[src/rtl/instr_encoder_pkg.sv]
// Shared encoding constants for the instruction encoder: command opcodes,
// RV32I major opcodes, funct3/funct7 values and the controller state type.
package instr_encoder_pkg;

  typedef enum logic [2:0] {
    OP_ADD  = 3'd0,
    OP_SUB  = 3'd1,
    OP_ADDI = 3'd2,
    OP_LW   = 3'd3,
    OP_SW   = 3'd4,
    OP_BEQ  = 3'd5,
    OP_BNE  = 3'd6,
    OP_ILL  = 3'd7
  } op_e;

  typedef enum logic [1:0] {
    ST_IDLE  = 2'd0,
    ST_ENC   = 2'd1,
    ST_WRITE = 2'd2
  } state_e;

  localparam logic [6:0] OPC_RTYPE  = 7'b0110011;
  localparam logic [6:0] OPC_OPIMM  = 7'b0010011;
  localparam logic [6:0] OPC_LOAD   = 7'b0000011;
  localparam logic [6:0] OPC_STORE  = 7'b0100011;
  localparam logic [6:0] OPC_BRANCH = 7'b1100011;

  localparam logic [2:0] F3_ADD = 3'b000;
  localparam logic [2:0] F3_LW  = 3'b010;
  localparam logic [2:0] F3_SW  = 3'b010;
  localparam logic [2:0] F3_BEQ = 3'b000;
  localparam logic [2:0] F3_BNE = 3'b001;

  localparam logic [6:0] F7_ADD = 7'b0000000;
  localparam logic [6:0] F7_SUB = 7'b0100000;

  // A 13-bit immediate fits a 12-bit I/S field only if its top two bits agree.
  function automatic logic imm_fits12(input logic [12:0] imm);
    return imm[12] == imm[11];
  endfunction

endpackage

[src/rtl/instr_pack.sv]
// Combinational RV32I field packer: turns a command (op, registers, immediate)
// into a 32-bit instruction word and flags commands that cannot be encoded.
module instr_pack
  import instr_encoder_pkg::*;
(
  input  logic [2:0]  op_i,
  input  logic [4:0]  rd_i,
  input  logic [4:0]  rs1_i,
  input  logic [4:0]  rs2_i,
  input  logic [12:0] imm_i,
  output logic [31:0] word_o,
  output logic        illegal_o
);

  always_comb begin
    word_o    = '0;
    illegal_o = 1'b0;
    case (op_i)
      OP_ADD:  word_o = {F7_ADD, rs2_i, rs1_i, F3_ADD, rd_i, OPC_RTYPE};
      OP_SUB:  word_o = {F7_SUB, rs2_i, rs1_i, F3_ADD, rd_i, OPC_RTYPE};
      OP_ADDI: begin
        word_o    = {imm_i[11:0], rs1_i, F3_ADD, rd_i, OPC_OPIMM};
        illegal_o = !imm_fits12(imm_i);
      end
      OP_LW: begin
        word_o    = {imm_i[11:0], rs1_i, F3_LW, rd_i, OPC_LOAD};
        illegal_o = !imm_fits12(imm_i);
      end
      OP_SW: begin
        word_o    = {imm_i[11:5], rs2_i, rs1_i, F3_SW, imm_i[4:0], OPC_STORE};
        illegal_o = !imm_fits12(imm_i);
      end
      OP_BEQ, OP_BNE: begin
        // Branch offsets are halfword-aligned, so bit 0 is never stored.
        word_o    = {imm_i[12], imm_i[10:5], rs2_i, rs1_i,
                     (op_i == OP_BNE) ? F3_BNE : F3_BEQ,
                     imm_i[4:1], imm_i[11], OPC_BRANCH};
        illegal_o = imm_i[0];
      end
      default: illegal_o = 1'b1;
    endcase
  end

endmodule

[src/rtl/instr_encoder.sv]
// Command-to-instruction-memory loader: accepts one command at a time, encodes
// it, and writes legal words to consecutive addresses until memory is full.
module instr_encoder
  import instr_encoder_pkg::*;
#(
  parameter  int IM_L = 16,
  localparam int AW   = $clog2(IM_L)
) (
  input  logic          clk,
  input  logic          rst_n,
  input  logic          clear,
  input  logic          in_valid,
  output logic          in_ready,
  input  logic [2:0]    in_op,
  input  logic [4:0]    in_rd,
  input  logic [4:0]    in_rs1,
  input  logic [4:0]    in_rs2,
  input  logic [12:0]   in_imm,
  output logic          im_we,
  output logic [AW-1:0] im_addr,
  output logic [31:0]   im_wdata,
  output logic [AW:0]   count,
  output logic          full,
  output logic          err
);

  localparam logic [AW:0] FULL_CNT = (AW+1)'(IM_L);
  localparam logic [AW:0] CNT_ONE  = (AW+1)'(1);

  state_e        state_q, state_d;
  logic [AW:0]   count_q, count_d;
  logic [2:0]    op_q;
  logic [4:0]    rd_q, rs1_q, rs2_q;
  logic [12:0]   imm_q;
  logic          im_we_q, err_q;
  logic [AW-1:0] im_addr_q;
  logic [31:0]   im_wdata_q;
  logic [31:0]   pack_word;
  logic          pack_illegal;
  logic          accept;

  instr_pack u_pack (
    .op_i      (op_q),
    .rd_i      (rd_q),
    .rs1_i     (rs1_q),
    .rs2_i     (rs2_q),
    .imm_i     (imm_q),
    .word_o    (pack_word),
    .illegal_o (pack_illegal)
  );

  assign full     = (count_q == FULL_CNT);
  assign in_ready = rst_n && (state_q == ST_IDLE) && !full && !clear;
  assign accept   = in_valid && in_ready;

  always_comb begin
    state_d = state_q;
    count_d = count_q;
    case (state_q)
      ST_IDLE: begin
        if (clear)       count_d = '0;
        else if (accept) state_d = ST_ENC;
      end
      ST_ENC: begin
        if (pack_illegal) begin
          state_d = ST_IDLE;
          if (clear) count_d = '0;
        end else begin
          state_d = ST_WRITE;
        end
      end
      ST_WRITE: begin
        // A clear raised mid-command takes effect as we return to idle.
        state_d = ST_IDLE;
        count_d = clear ? '0 : count_q + CNT_ONE;
      end
      default: state_d = ST_IDLE;
    endcase
  end

  always_ff @(posedge clk or negedge rst_n) begin
    if (!rst_n) begin
      state_q    <= ST_IDLE;
      count_q    <= '0;
      op_q       <= '0;
      rd_q       <= '0;
      rs1_q      <= '0;
      rs2_q      <= '0;
      imm_q      <= '0;
      im_we_q    <= 1'b0;
      err_q      <= 1'b0;
      im_addr_q  <= '0;
      im_wdata_q <= '0;
    end else begin
      state_q <= state_d;
      count_q <= count_d;
      im_we_q <= (state_q == ST_ENC) && !pack_illegal;
      err_q   <= (state_q == ST_ENC) && pack_illegal;
      if (accept) begin
        op_q  <= in_op;
        rd_q  <= in_rd;
        rs1_q <= in_rs1;
        rs2_q <= in_rs2;
        imm_q <= in_imm;
      end
      if (state_q == ST_ENC) begin
        im_wdata_q <= pack_word;
        im_addr_q  <= count_q[AW-1:0];
      end
    end
  end

  assign im_we    = im_we_q;
  assign im_addr  = im_addr_q;
  assign im_wdata = im_wdata_q;
  assign count    = count_q;
  assign err      = err_q;

endmodule

[config.mk]
export PLATFORM = sky130hd
export DESIGN_NAME = instr_encoder
export DESIGN_NICKNAME = d
export VERILOG_FILES = /design/src/rtl/instr_encoder_pkg.sv /design/src/rtl/instr_pack.sv /design/src/rtl/instr_encoder.sv
export SDC_FILE = /design/constraint.sdc
export NUM_CORES = 1
export LEC_CHECK = 0
export ABC_AREA = 1
export BUFFER_PORTS_ARGS = -buffer_cell sky130_fd_sc_hd__buf_2
export CORE_ASPECT_RATIO = 0.5
export CORE_UTILIZATION = 56
export DETAILED_ROUTE_END_ITERATION = 6
export PLACE_DENSITY = 0.86
export SETUP_SLACK_MARGIN = 0.05
export SLEW_MARGIN = 5
export SYNTH_ARGS = -nofsm -noshare
export SYNTH_HDL_FRONTEND = slang
export SYNTH_HIERARCHICAL = 1
export SYNTH_SLANG_ARGS = --single-unit
export TNS_END_PERCENT = 1
[constraint.sdc]
create_clock -name clk -period 2.3 [get_ports clk]
set_clock_uncertainty 0.1 [all_clocks]
set_input_delay 0 -clock clk [delete_from_list [all_inputs] [get_ports clk]]
set_output_delay 0 -clock clk [all_outputs]
set_load 0.01 [all_outputs]
; ---- Word level (Yosys, flattened, before mapping)
; Cells that the tools add are included.
[op_classes]
add_sub_neg = 1
mul = 0
div = 0
order_cmp = 0
n_eq_ne = 13
shift = 0
n_mux = 11
bitwise = 0
n_reduce_logical = 18
[op_table]
columns = cell, count
row1 = $pmux 32 s6, 1
row2 = $mux 5, 3
row3 = $pmux 5 s3, 1
row4 = $eq 3x3->1 const B, 3
row5 = $eq 3x2->1 const B, 2
row6 = $logic_and 1x1->1, 6
row7 = $mux 2, 3
row8 = $ne 2x2->1 const B, 3
row9 = $add 5x1->5 const B, 1
row10 = $eq 5x5->1 const B, 1
row11 = $logic_not 1->1, 4
row12 = $pmux 2 s2, 1
row13 = $reduce_and 2->1, 2
row14 = $reduce_or 2->1, 2
row15 = $eq 3x1->1 const B, 1
row16 = $logic_not 3->1, 1
row17 = $pmux 1 s3, 1
row18 = $reduce_bool 3->1, 1
row19 = $reduce_or 3->1, 1
row20 = $eq 2x1->1 const B, 1
row21 = $eq 2x2->1 const B, 1
row22 = $logic_not 2->1, 1
row23 = $eq 1x1->1, 1
row24 = $mux 1, 1
[word_totals]
ff_bits = 76
latch_bits = 0
ram_bits = 0
romBits = 0
in_bits = 35
out_inout_bits = 45
wordCells = 54
mem_count = 0

; ---- Logic depth before layout (Yosys ltp)
; Gate-level depths: netlist (run 1).
[depth]
ltp_word = 8
ltp_mapped = 11
ltp_nobuf = 11

; ---- Modules after synthesis
; The synthesis (run 1) kept the hierarchy.
[modules_own_cells]
columns = module, n_inst, cells_each, area_per_inst_um2, seq_area_each_um2
row1 = instr_encoder, 1, 351, 3175.5, 1901.8
row2 = instr_pack, 1, 89, 416.6, 0.0

; ---- Worst setup path after synthesis (run 1)
; No wires, ideal clock.
[synth_timing]
path_type = register to register
from = register op_q[1]
to = register count_q[4], in the netlist count[4]
setup_ps = 118
arrival_ps = 1348
required_ps = 2082
path_slack_ps = 734
path_stages_with_launch = 12
n_path_buf = 0
period_less_slack_ps = 1566
path_cell_list = dfrtp_1 nand2_2 inv_2 nand2_4 nand2_1 inv_1 nand2_1 inv_1 o21ai_0 o21ai_0 nand2_1 nand2_1
[synth_between]
elab_chain_cells = 5
elab_cells_between_ends = 13
classes_between = eq/ne: 7 / mux: 1 / reduce/logical: 5
[synth_rtl]
columns = item, line
row1 = start: declaration, instr_encoder.sv:32  ; logic [2:0] op_q;
row2 = start signal: assignment, instr_encoder.sv:100  ; op_q <= in_op;
row3 = "$eq 3x2->1, or another cell as far along", instr_pack.sv:18  ; case (op_i)
row4 = "$reduce_or 3->1 (no source line), or another cell as far along", -
row5 = $pmux 1 s3 *, instr_pack.sv:18
row6 = via pack_illegal, instr_encoder.sv:39  ; logic pack_illegal;
row7 = $ne 2x2->1 (no source line) *, -
row8 = $reduce_and 2->1 (no source line) *, -
row9 = end signal: assignment, instr_encoder.sv:96  ; count_q <= count_d;
row10 = end: declaration, instr_encoder.sv:31  ; logic [AW:0] count_q, count_d;
; Mark *: on every way through the listed nets, which the timed path passes. The rest lies on a longest branch.
; A chain may end at the register's enable or synchronous reset.

; ---- Final worst setup path (run 1)
[layout_timing]
from = register op_q[1]
to = register count_q[1], in the netlist count[1]
; Same word-level chain as after synthesis.

==> results of run 1 <==
-- routing by layer --
| layer | GRT usage (%) | vias up | wire [um] |
|---|---|---|---|
| met1 | 39.0 | 1593 | 3870 |
| met4 | 9.46 | 0 | 140 |
| met5 | 0 | - | 0 |
| li1 | - | 1613 | - |
| met2 | 46.1 | 154 | 4230 |
| met3 | 9.58 | 18 | 822 |
-- stage by stage --
step                worst slack, ns  power [uW]  instance area [um^2]
floorplan                     0.734        2340                  3600
global placement              0.432        2660                  4000
detailed placement            0.445        2700                  4000
CTS                           0.353        4460                  4690
global route                  0.181        4680                  4690
finish                        0.324        4460                  4690
-- state kept, by name, summed over array words and instances, names as in the netlist --
signal and flops:
imm_q 13, rs2_q 5, im_addr 4, im_wdata 32, rs1_q 5, im_we 1, state_q 2, count 5
rd_q 5, op_q 3, err 1
-- layout make-up --
type | count | share of cell area [%]
clock buffer | 9 | 4.80
clock inverter | 7 | 2.96
inverter | 36 | 2.88
multi-input combinational | 301 | 29.7
sequential | 76 | 40.5
tap | 88 | 2.35
timing repair buffer | 120 | 16.8
-- final timing paths --
path,startpoint,slack [ns],endpoint
setup / recovery,op_q[1],0.32,count[1]
hold / removal,in_valid,0.13,rs2_q[4]
setup reg to reg,op_q[1],0.32,count[1]
hold reg to reg,im_wdata[1],0.36,im_wdata[1]
max in group asynchronous,rst_n,1.12,imm_q[6]
min in group asynchronous,rst_n,0.38,im_wdata[7]
-- cell families after synthesis --
family          Yosys count  share of synthesized area (%)
flops                    76                           52.9
other cells               1                          0.104
buf+inv                  65                           8.53
fa+ha+maj                 2                          0.697
compound gates           17                           2.37
simple gates            279                           35.4
-- critical path, delay by kind of cell, from the launching register on --
| kind | cells | cell delay, ns |
|---|---|---|
| and+or+nand+nor | 6 | 0.62 |
| buffers and inverters | 3 | 0.24 |
| AOI/OAI and AO/OA | 2 | 0.40 |
| DFF | 1 | 0.51 |
-- power by group through the flow --
stage	clock [uW]	sequential, uW	combinational, uW
after floorplan	0	1850	486
after global placement	0	1820	840
after detailed placement	0	1830	874
after CTS	1720	1810	934
after global routing	1770	1850	1060
final	1700	1820	936
-- cells in the mapped netlist --
library cell / n / area share, %
nor2_8: 1 / 0.56
buf_6: 4 / 1.3
nand2_2: 3 / 0.52
conb_1: 1 / 0.10
nor3_1: 1 / 0.14
o21ai_0: 16 / 2.2
nand2_1: 175 / 18
or2_2: 1 / 0.17
nand4_1: 35 / 6.1
ha_1: 2 / 0.70
nor2_4: 1 / 0.31
dfrtp_1: 76 / 53
nor2_1: 17 / 1.8
nand3_4: 1 / 0.49
buf_4: 5 / 1.0
inv_2: 7 / 0.73
nand2_4: 5 / 1.6
buf_2: 11 / 1.5
inv_1: 29 / 3.0
clkbuf_1: 9 / 0.94
a21oi_1: 1 / 0.14
nand3_1: 39 / 5.4
-- repair_timing --
item	CTS	global route
setup buffers	0	0
hold buffers	33	0
endpoints found under the setup margin	0	0
endpoints found under the hold margin	109	0
==> reports/metrics.csv, run 1 <==
metric;value;unit
Worst R2R Path Depth;11;
Inst Count DP;588;
first-pass GRT wire length;14600;um
status;finished, final reports clean;
Initial Util;58.6;%
drt total wl;9060;um
nature of the critical path startpoint;register;
Slew HR;37.9;%
initial antenna violation count;0;
minimum clock period;1.98;ns
Worst-path clk slew;0.06;ns
CTS tree;done;
WP data required;2.42;ns
GPL Wtd Cong;0.820;
Post-Route Utilization;76.5;%
clock tree buffer depth;2;
io pins;80;
drt pass-1 iters;6;
number of synthesized register bits;76;
DIE HEIGHT;58.6;um
largest net degree at the start of global routing;77;
Routed Antenna Nets;0;
Cell Area, Synth;3590;um^2
DIE AREA;6760;um^2
combinational share of power;21.0;%
core area;6130;um^2
antenna fix cells;0;
Reg area;1900;um^2
Crit path largest cell delay;0.51;ns
Crit Path Category;register to register;
# setup viols final;0;
worst path cell trace;nand2_2 -> inv_2 -> nand2_4 -> nand2_1 -> inv_1 -> nand2_1 -> inv_1 -> o21ai_0 -> o21ai_0 -> nand2_1 -> nand2_1;
max_cap viols;0;
GRT Overall Usage;29.3;%
Int Pwr;3140;uW
Worst Hold Depth;4;
actual slew at the worst max-slew pin;0.932;ns
Sum Neg Setup Slack;0;ns
die width;115;um
Clock Latency Late Sink;0.34;ns
routed vias/inst;5.30;
most frequent cells in the layout;175 x nand2_1, 78 x buf_2, 76 x dfrtp_1, 39 x nand3_1, 35 x nand4_1;
Clock power frac;38.2;%
cell mode on critical path;nand2_1;
synthesized area per cell;8.16;um^2
P_sw;1310;uW
FMAX;506;MHz
clk sinks;76;
Worst setup EP type;register;
critical path peak fanout;9;
final net count;581;
Worst IR Drop VDD;530;uV
multi-input logic area;1390;um^2
FP Rows;20;
LEAKAGE;0.00268;uW
post-detail-place hpwl;5720;um
clock root cell;clkbuf_16;
H-tree depth;3;
Port-buffer cells;79;
count of non-filler cells in the finished layout;637;
area grow syn2layout;30.6;%
vias in the first global route;3092;
DR WL/cell;14.2;um
Seq/Total Area, Yosys;52.9;%
commonest non-fill, non-tap cell in the layout;nand2_1;
Power Density;950;nW/um^2
post-cts gate resize count;0;
count of different cell masters after synthesis;22;
Syn. warnings;6;
Num CTS Buffers;9;
DR vias;3378;
Flop pwr share;40.7;%
final hold viol count;0;
Initial DRC Count;224;
Worst Path Arrival;2.10;ns
RSZ-0062 raised after global routing;false;
GR Overflow Total;0;
period utilization;85.9;%
Fillers;417;
DRC;0;
WHS;0.130;ns
share of cells above drive strength 1;22.2;%
slowest CP cell;dfrtp_1;
Sw Ratio;29.5;%
HP Class;input port to register;
max-slew violations;0;
Post-Syn Instances;440;
Power figures use the tool's default switching activity.
==> run 2, diff against run 1 <==
- PLACE_DENSITY: 0.86 -> 0.88
- SYNTH_HIERARCHICAL: 1 -> unset
==> run 2 against run 1 <==
  * Sequential power down 5%
  * Fmax up 4.9%
  * Utilization up 1.6 points
  * Clock power down 47%
  * Cell count down 17%
  * Critical path depth down 2
  * Sequential cell count down 4
  * Combinational power down 9.2%
  * Critical path type unchanged
  * Critical endpoint is now op_q[1]
==> reports/metrics.csv, run 2 <==
metric;value;unit
Post-synth ARST share;100;%
clock tree buffer depth;2;
Port-buffer cells;76;
most frequent cells in the layout;156 x nand2_1, 76 x buf_2, 72 x dfrtp_1, 33 x dlygate4sd3_1, 29 x nand3_1;
pre-CTS WS;0.505;ns
core area;5110;um^2
critical path peak fanout;32;
initial antenna violation count;0;
HP Class;input port to register;
Syn. warnings;0;
GRT Overall Usage;32.1;%
final net count;491;
Largest register FFs;28;
synthesized area per cell;8.96;um^2
Initial DRC Count;348;
LEAKAGE;0.00225;uW
period utilization;81.9;%
RSZ-0062 raised after global routing;false;
setup bufs post-CTS;0;
minimum clock period;1.88;ns
io pins;80;
Min-Delay Endpoint;state_q[0];
Sw Ratio;34.4;%
Crit Path Category;register to register;
Worst-path clk slew;0.07;ns
Power Density;873;nW/um^2
share of cells above drive strength 1;24.8;%
GR Util met2;53.2;%
Seq/Total Area, Yosys;58.1;%
GPL Wtd Cong;0.849;
max-slew violations;0;
Worst setup EP type;register;
first-pass GRT wire length;13400;um
clk sinks;72;
GR Overflow Total;0;
Clock Latency Late Sink;0.36;ns
ys flop type;dfrtp_1;
# setup viols final;0;
nature of the critical path startpoint;register;
vias in the first global route;2727;
Sum Neg Setup Slack;0;ns
DR WL/cell;16.3;um
largest net degree at the start of global routing;73;
post-detail-place hpwl;4770;um
R2R Setup Slk;0.42;ns
Int Pwr;2290;uW
drt total wl;8620;um
Flop pwr share;49.6;%
combinational share of power;24.4;%
Cell Area, Synth;3100;um^2
met1 usage;38.7;%
largest family of logic cells by synthesized area;simple AND/OR/NAND/NOR gates;
Worst IR Drop VDD;498;uV
terminus of the critical flop-to-flop path;op_q[1];
Fillers;320;
Routed Antenna Nets;0;
DIE AREA;5860;um^2
min setup slack post-route;0.416;ns
P_sw;1200;uW
Synth top area share;58.1;%
drt pass-1 iters;6;
Post-synth EDFFs;0;
met3 usage;11.8;%
commonest non-fill, non-tap cell in the layout;nand2_1;
H-tree depth;3;
post-synthesis mux area share;0;%
Post-Syn Instances;346;
FP Rows;18;
FMAX;531;MHz
Clock power frac;26.1;%
count leader, synth;nand2_1;
origin of the critical flop-to-flop path;count[0];
count of different cell masters after synthesis;30;
post-synthesis xor/xnor area fraction;0.847;%
routed vias/inst;5.47;
clock root cell;clkbuf_8;
area grow syn2layout;28.9;%
Worst Hold Depth;3;
actual slew at the worst max-slew pin;0.882;ns
Num CTS Buffers;9;
antenna fix cells;0;
max_cap viols;0;
DR vias;2892;
Post-synth top cells;156 x nand2_1, 72 x dfrtp_1, 29 x nand3_1;
min-delay src;in_valid;
Synth Area in Adders;0.807;%
status;finished, final reports clean;
largest area contributor in the netlist;dfrtp_1;
die width;107;um
Initial Util;60.6;%
most used routing layer;met2;
post-cts gate resize count;0;
Worst R2R Path Depth;9;
Synth Area in Compound Gates;6.38;%
Synth area leaders;dfrtp_1 58%, nand2_1 19%, nand3_1 4.7%;
DIE HEIGHT;54.6;um
number of synthesized register bits;72;
WP data required;2.49;ns
CTS tree;done;
Slew HR;41.2;%
DRC;0;
Worst Path Arrival;2.07;ns
Simple-Gate Fraction of Synth Area;27.8;%
final hold viol count;0;
## run 2: cell count changes in the layout (fill, tap and decap cells not counted), moves of 6 or more
cell / delta
nand4_1: -33
inv_1: -18
buf_4: -6
clkbuf_8: +10
clkbuf_16: -9
nand3_1: -10
nand2_1: -19
o21ai_0: -9
nor2_1: -14
## run 2: how the worst max path moves through the flow
stage,end,from,slack (ns)
detailed placement,imm_q[11],count[0],0.51
finish,op_q[1],count[0],0.42
CTS,imm_q[11],count[0],0.50
global route,imm_q[2],count[0],0.30
global placement,imm_q[1],count[0],0.61
floorplan,imm_q[0],count[0],0.74
## run 2: critical path, stage by stage, from the launching register on
cell	delay, ns
dfrtp_1	0.41
inv_1	0.11
ha_1	0.21
nand4_1	0.11
nand2_1	0.07
inv_2	0.06
nand2_1	0.08
inv_2	0.42
nand2_1	0.14
nand2_1	0.11
## run 2: metal layers
metal  vias up  routed length [um]  part of all wire (%)
met5         -                   0                     0
met4         0                 311                   3.6
met2       183                4140                    48
li1       1306                   -                     -
met1      1363                3380                    39
met3        40                 780                   9.1
## run 2: power by group through the flow
stage	clock, uW	sequential (uW)	combinational, uW
final	909	1730	850
after floorplan	0	1770	407
after CTS	886	1710	814
after detailed placement	0	1730	762
after global routing	978	1760	930
after global placement	0	1720	728
## run 2: final cells by class
type / count / area [um^2] / area share [%]
clock buffers: 11 / 141 / 3.54
flip-flops and latches: 72 / 1800 / 45.1
inverters: 20 / 76.3 / 1.91
clock inverters: 5 / 32.5 / 0.814
well taps: 70 / 87.6 / 2.19
repair buffers: 112 / 733 / 18.4
multi-input cells: 239 / 1120 / 28.1
## run 2: what timing repair did
| item | CTS | global route |
|---|---|---|
| hold buffers | 33 | 0 |
| endpoints found under the hold margin | 108 | 0 |
| endpoints found under the setup margin | 0 | 0 |
## run 2: cell families (layout without fill, tap and decap cells)
group / after synthesis / count (layout)
buf+inv: 37 / 148
compound gates: 30 / 30
simple gates: 201 / 201
xor+xnor: 3 / 3
other cells: 1 / 3
fa+ha+maj: 2 / 2
flops: 72 / 72
## run 2: stage by stage
stage          cells  utilization, %  total power (uW)  hold WS, ns  cell area (um^2)
2_1_floorplan    348               -              2170       -0.396              3110
3_3_place_gp     480            68.3              2440       0.0966              3490
3_5_place_dp     480            68.3              2490        0.101              3490
4_1_cts          529            78.1              3410        0.101              4000
5_1_grt          529            78.1              3660        0.149              4000
6_report         529            78.1              3490        0.117              4000
